File: config.mk
export PLATFORM = sky130hd
export DESIGN_NAME = jpeg_result_collector
export DESIGN_NICKNAME = d
export VERILOG_FILES = /design/src/rtl/jpeg_collect_pkg.sv /design/src/rtl/collect_fifo.sv /design/src/rtl/jpeg_result_collector.sv
export SDC_FILE = /design/constraint.sdc
export NUM_CORES = 1
export LEC_CHECK = 0
export ABC_AREA = 1
export ABC_CLOCK_PERIOD_IN_PS = 3800
export CAP_MARGIN = 15
export CORE_ASPECT_RATIO = 1.1
export CORE_MARGIN = 2
export CORE_UTILIZATION = 43
export DETAILED_ROUTE_END_ITERATION = 10
export DONT_BUFFER_PORTS = 1
export HOLD_SLACK_MARGIN = 0.08
export SLEW_MARGIN = 10
export SYNTH_ARGS = -nofsm -noshare
export SYNTH_HDL_FRONTEND = slang
export SYNTH_SLANG_ARGS = --single-unit
File: constraint.sdc
create_clock -name clk -period 3.8 [get_ports clk]
set_clock_uncertainty 0.1 [all_clocks]
set_input_delay 0.76 -clock clk [delete_from_list [all_inputs] [get_ports clk]]
set_output_delay 0.76 -clock clk [all_outputs]
set_load 0.005 [all_outputs]
File: src/rtl/jpeg_collect_pkg.sv
// Shared types and widths for the JPEG result collector.
package jpeg_collect_pkg;

    localparam int unsigned ADDR_W    = 20;
    localparam int unsigned DATA_W    = 32;
    localparam int unsigned OVF_CNT_W = 8;

    typedef enum logic [1:0] {
        ST_IDLE  = 2'd0,
        ST_WRITE = 2'd1,
        ST_DONE  = 2'd2
    } state_e;

endpackage

File: src/rtl/collect_fifo.sv
// Synchronous FIFO with a combinational head; pops take priority so a full
// FIFO can accept a push at the same edge it is popped.
module collect_fifo #(
    parameter  int unsigned DEPTH  = 8,
    parameter  int unsigned DATA_W = 32,
    localparam int unsigned PTR_W  = $clog2(DEPTH),
    localparam int unsigned LVL_W  = $clog2(DEPTH) + 1
) (
    input  logic              clk,
    input  logic              rst,
    input  logic              push_i,
    input  logic              pop_i,
    input  logic [DATA_W-1:0] wdata_i,
    output logic [DATA_W-1:0] head_c,
    output logic              full_c,
    output logic              empty_c,
    output logic [LVL_W-1:0]  level_o
);

    logic [DATA_W-1:0] mem_q [DEPTH];
    logic [PTR_W-1:0]  wr_ptr_q, rd_ptr_q;
    logic [LVL_W-1:0]  cnt_q;
    logic              do_push, do_pop;

    assign full_c  = (cnt_q == LVL_W'(DEPTH));
    assign empty_c = (cnt_q == '0);
    assign head_c  = mem_q[rd_ptr_q];
    assign level_o = cnt_q;
    assign do_pop  = pop_i && !empty_c;
    assign do_push = push_i && (!full_c || do_pop);

    // Storage array; contents need no reset.
    always_ff @(posedge clk) begin
        if (do_push) mem_q[wr_ptr_q] <= wdata_i;
    end

    // Pointer and occupancy bookkeeping.
    always_ff @(posedge clk or negedge rst) begin
        if (!rst) begin
            wr_ptr_q <= '0;
            rd_ptr_q <= '0;
            cnt_q    <= '0;
        end else begin
            if (do_push) wr_ptr_q <= wr_ptr_q + PTR_W'(1);
            if (do_pop)  rd_ptr_q <= rd_ptr_q + PTR_W'(1);
            cnt_q <= cnt_q + LVL_W'(do_push) - LVL_W'(do_pop);
        end
    end

endmodule

File: src/rtl/jpeg_result_collector.sv
// Buffers JPEG IP result words and drains them as framed memory writes.
// Optional saturating drop counter: JPEG_COLLECT_OVF_CNT_EN.
module jpeg_result_collector
    import jpeg_collect_pkg::*;
#(
    parameter  int unsigned       DEPTH       = 8,
    parameter  int unsigned       FRAME_WORDS = 64,
    parameter  logic [ADDR_W-1:0] BASE_ADDR   = 20'h00000,
    localparam int unsigned       LVL_W       = $clog2(DEPTH) + 1,
    localparam int unsigned       WC_W        = (FRAME_WORDS > 1) ? $clog2(FRAME_WORDS) : 1
) (
    input  logic                 clk,
    input  logic                 rst,
    input  logic                 in_valid,
    input  logic [DATA_W-1:0]    in_data,
    input  logic                 mem_busy,
    output logic                 mem_ena,
    output logic                 mem_rw,
    output logic [ADDR_W-1:0]    mem_addr,
    output logic [DATA_W-1:0]    mem_data,
    output logic                 frame_done,
    output logic                 ovf,
    output logic [OVF_CNT_W-1:0] ovf_cnt,
    output logic [LVL_W-1:0]     fifo_level
);

    state_e            state_q, state_d;
    logic [ADDR_W-1:0] addr_q, addr_d, mem_addr_q, mem_addr_d;
    logic [DATA_W-1:0] mem_data_q, mem_data_d;
    logic [WC_W-1:0]   wc_q, wc_d;
    logic              mem_ena_q, mem_ena_d, frame_done_q, frame_done_d, ovf_q;
    logic              pop_c, bypass_c, drop_c;
    logic [DATA_W-1:0] fifo_head_c;
    logic              fifo_full_c, fifo_empty_c;

    collect_fifo #(.DEPTH(DEPTH), .DATA_W(DATA_W)) u_fifo (
        .clk     (clk),
        .rst     (rst),
        .push_i  (in_valid && !bypass_c),
        .pop_i   (pop_c),
        .wdata_i (in_data),
        .head_c  (fifo_head_c),
        .full_c  (fifo_full_c),
        .empty_c (fifo_empty_c),
        .level_o (fifo_level)
    );

    // A word is lost only when the FIFO is full and nothing leaves it this edge.
    assign drop_c = in_valid && fifo_full_c && !pop_c;

    // Drain FSM: next state, write-slot loading and address/frame bookkeeping.
    always_comb begin
        state_d      = state_q;
        addr_d       = addr_q;
        wc_d         = wc_q;
        mem_addr_d   = mem_addr_q;
        mem_data_d   = mem_data_q;
        pop_c        = 1'b0;
        bypass_c     = 1'b0;
        unique case (state_q)
            ST_IDLE, ST_DONE: begin
                state_d = ST_IDLE;
                if (!fifo_empty_c) begin
                    pop_c      = 1'b1;
                    state_d    = ST_WRITE;
                    mem_addr_d = addr_q;
                    mem_data_d = fifo_head_c;
                end
            end
            ST_WRITE: begin
                if (!mem_busy) begin
                    if (wc_q == WC_W'(FRAME_WORDS - 1)) begin
                        state_d = ST_DONE;
                        addr_d  = BASE_ADDR;
                        wc_d    = '0;
                    end else begin
                        addr_d     = addr_q + ADDR_W'(1);
                        wc_d       = wc_q + WC_W'(1);
                        mem_addr_d = addr_q + ADDR_W'(1);
                        if (!fifo_empty_c) begin
                            pop_c      = 1'b1;
                            mem_data_d = fifo_head_c;
                        end else if (in_valid) begin
                            // Empty FIFO: a word arriving now goes straight into the slot.
                            bypass_c   = 1'b1;
                            mem_data_d = in_data;
                        end else begin
                            state_d = ST_IDLE;
                        end
                    end
                end
            end
            default: state_d = ST_IDLE;
        endcase
        mem_ena_d    = (state_d == ST_WRITE);
        frame_done_d = (state_d == ST_DONE);
    end

    // State and registered memory-side outputs.
    always_ff @(posedge clk or negedge rst) begin
        if (!rst) begin
            state_q      <= ST_IDLE;
            addr_q       <= BASE_ADDR;
            wc_q         <= '0;
            mem_addr_q   <= BASE_ADDR;
            mem_data_q   <= '0;
            mem_ena_q    <= 1'b0;
            frame_done_q <= 1'b0;
            ovf_q        <= 1'b0;
        end else begin
            state_q      <= state_d;
            addr_q       <= addr_d;
            wc_q         <= wc_d;
            mem_addr_q   <= mem_addr_d;
            mem_data_q   <= mem_data_d;
            mem_ena_q    <= mem_ena_d;
            frame_done_q <= frame_done_d;
            ovf_q        <= ovf_q | drop_c;
        end
    end

    assign mem_ena    = mem_ena_q;
    assign mem_rw     = mem_ena_q;
    assign mem_addr   = mem_addr_q;
    assign mem_data   = mem_data_q;
    assign frame_done = frame_done_q;
    assign ovf        = ovf_q;

`ifdef JPEG_COLLECT_OVF_CNT_EN
    logic [OVF_CNT_W-1:0] ovf_cnt_q;

    // Saturating count of dropped words.
    always_ff @(posedge clk or negedge rst) begin
        if (!rst) begin
            ovf_cnt_q <= '0;
        end else if (drop_c && (ovf_cnt_q != '1)) begin
            ovf_cnt_q <= ovf_cnt_q + OVF_CNT_W'(1);
        end
    end

    assign ovf_cnt = ovf_cnt_q;
`else
    assign ovf_cnt = '0;
`endif

endmodule

==> reports/results.txt <==
Reg2Reg Setup Slack: 0.86 ns
Rows: 71
Switching Fraction: 36.98%
DR WL/cell: 17.51 um
DIE HEIGHT: 198.9 um
R2R cell count: 8
post-synthesis sequential area ratio: 67.42%
RSZ-0062 raised after global routing: no
Pleak: 6.598 nW
largest net degree at the start of global routing: 131
Flop pwr share: 41.8%
Hold Violations, Final: 0
Core Region: 0.03411 sq mm
drt initial violations: 585
H-tree levels: 2
Total Wirelength: 32,930 um
combinational share of power: 32.3%
DIE AREA: 0.03605 sq mm
synthesis warning total: 0
antenna-violating nets left: 0
clk_lat worst skew: 0.52 ns
CTS tree: done
drt first pass iters: 5
Clock Tree Root: clkbuf_16
Crit. End Element: register
Fmax: 339.9 MHz
fin crit share: 77.43%
Hold WC Path Type: primary input to register
worst setup margin: 0.8575 ns
initial antenna violation count: 0
final count of pins violating max slew: 0
global placement routability congestion: 0.8369
Via-to-Cell Ratio: 5.166
Startpoint Class: register
vias in the first global route: 9,617
gr usage total: 18.45%
Setup Buffers After CTS: 0
total CTS buffers: 37
max-cap violations: 0
PD cells: 793.6 mW/mm^2
most frequent cells in the layout: nand2_1 (486), edfxtp_1 (256), nand3_1 (253), dfrtp_1 (91), nor2_1 (89)
Sink Count: 349
post-DP HPWL: 18,420 um
Post-Syn Instances: 1,429
area leader, netlist: edfxtp_1
FF+latch count, synth: 349
TNS Setup: 0 ns
Max Root-Sink Buffers: 3
area grow syn2layout: 10.65%
Setup CP Type: register to register
IO Port Bufs: 0
clock share of power: 25.9%
Synth area leaders: edfxtp_1 (52%), dfrtp_1 (16%), nand2_1 (12%)
Initial Util: 43.54%
Final nets: 1,464
Critical Path RT: 3.91 ns
Die Span X: 181.2 um
syn_area_per_cell: 10.39 sq um
Worst Max-Slew Pin Slew: 0.8431 ns
Max-Slew Margin vs Limit: 43.80%
Min-Delay Path Depth: 0
# DRC: 0
Peak VDD IR: 421.1 uV
Layout fillers: 3,065
Sw Pwr: 4.823 mW
outcome: completed
commonest non-fill, non-tap cell in the layout: nand2_1
DR vias: 9,717
internal power: 8.220 mW
Critical Path AT: 3.06 ns
pre-CTS setup slack: 0.8306 ns
Worst-path clk slew: 0.06 ns
Max Fanout on Critical Path: 28
count of different cell masters after synthesis: 32
area fraction of the dominant cell type after synthesis: 51.76%
global-route wire length before repair: 52,320 um
count of final setup violators: 0
fraction of layout cells with a size suffix above 1: 6.999%
n_diodes: 0
overflow left after global routing: 0
min cycle time layout: 2.942 ns
synthesized cell area: 0.01485 sq mm
Ports: 104
## synth_stat cells (all sizes together)
master,n
a21oi,24
a31oi,2
buf,56
clkbuf,24
conb,1
dfrtp,93
edfxtp,256
fa,1
ha,10
inv,55
nand2,495
nand3,254
nand4,3
nor2,103
nor3,1
o211ai,2
o21ai,29
o21bai,2
o22ai,4
xnor2,4
xor2,10
## sequential cells by signal, summed over array words and instances, names as in the netlist
register	cells
u_fifo.wr_ptr_q	3
u_fifo.rd_ptr_q	3
mem_addr	20
u_fifo.mem_q	256
ovf	1
addr_q	20
mem_data	32
u_fifo.level_o	4
state_q	2
wc_q	6
mem_ena	1
frame_done	1
## logic make-up (layout without fill, tap and decap cells)
logic type | Yosys count | count (layout) | synth area share, %
other | 1 | 8 | 0.02525
xor gates and xnor gates | 14 | 14 | 0.8255
buffers and inverters | 135 | 142 | 4.052
and+or+nand+nor | 856 | 856 | 24.43
AOI/OAI and AO/OA | 63 | 63 | 2.266
DFF | 349 | 349 | 67.42
adders and majority gates | 11 | 11 | 0.9772
## worst paths after layout
check                                     start                        endpoint
max                        state_q[1]$_DFF_PN0_    u_fifo.mem_q[4][6]$_DFFE_PP_
min                                 in_data[21]   u_fifo.mem_q[1][21]$_DFFE_PP_
max reg2reg                state_q[1]$_DFF_PN0_    u_fifo.mem_q[4][6]$_DFFE_PP_
min reg2reg                 wc_q[2]$_DFFE_PN0P_             wc_q[2]$_DFFE_PN0P_
max in group asynchronous                   rst  u_fifo.rd_ptr_q[0]$_DFFE_PN0P_
min in group asynchronous                   rst        mem_data[21]$_DFFE_PN0P_
## power groups by stage
stage	combinational (mW)	sequential [mW]	clock, mW
floorplan	3.22	5.39	0
global placement	4.15	5.52	0
detailed placement	4.23	5.53	0
CTS	4.29	5.46	3.47
global route	4.86	5.54	3.62
finish	4.21	5.45	3.38
## repair_timing
| action | CTS | global route |
|---|---|---|
| hold buffers | 2 | 0 |
| gates resized for setup | 0 | 0 |
| endpoints found under the hold margin | 93 | 0 |
## worst max-delay path, stage by stage, from the launching register on
cell     delay, ns
dfrtp_1       0.36
inv_1         0.08
nand2_4       0.21
nor2_8        0.38
nand3_1       0.15
nand4_1       0.21
nand3_1       0.32
nor2_4        0.54
buf_12        0.25
## through the flow
stage               hold WS [ns]  cell area (sq um)  power (mW)  std cells  utilization [%]
floorplan                 0.3644              14880       8.609       1436                -
global placement          0.3694              15270       9.670       1814            44.77
detailed placement        0.3688              15270       9.761       1814            44.77
CTS                       0.2058              16430       13.22       1881            48.18
global route              0.2046              16430       14.02       1881            48.18
finish                    0.2311              16430       13.04       1881            48.18
## area by class of cell
type | instances | area (sq um) | share of cell area (%)
clock buffers | 48 | 1010 | 6.144
inverters | 55 | 207.7 | 1.264
flip-flops and latches | 349 | 10020 | 60.97
multi-input cells | 952 | 4323 | 26.30
repair buffers | 22 | 212.7 | 1.294
clock inverters | 17 | 113.9 | 0.6928
well taps | 438 | 548.0 | 3.335
## metal layers
| metal | vias up | track usage [%] | part of all wire, % |
|---|---|---|---|
| li1 | 4770 | - | - |
| met1 | 4687 | 23.20 | 43 |
| met2 | 221 | 32.55 | 49 |
| met3 | 39 | 4.101 | 6.0 |
| met4 | 0 | 4.396 | 1.7 |
| met5 | - | 0 | 0 |
(Power assumes the default switching activity.)
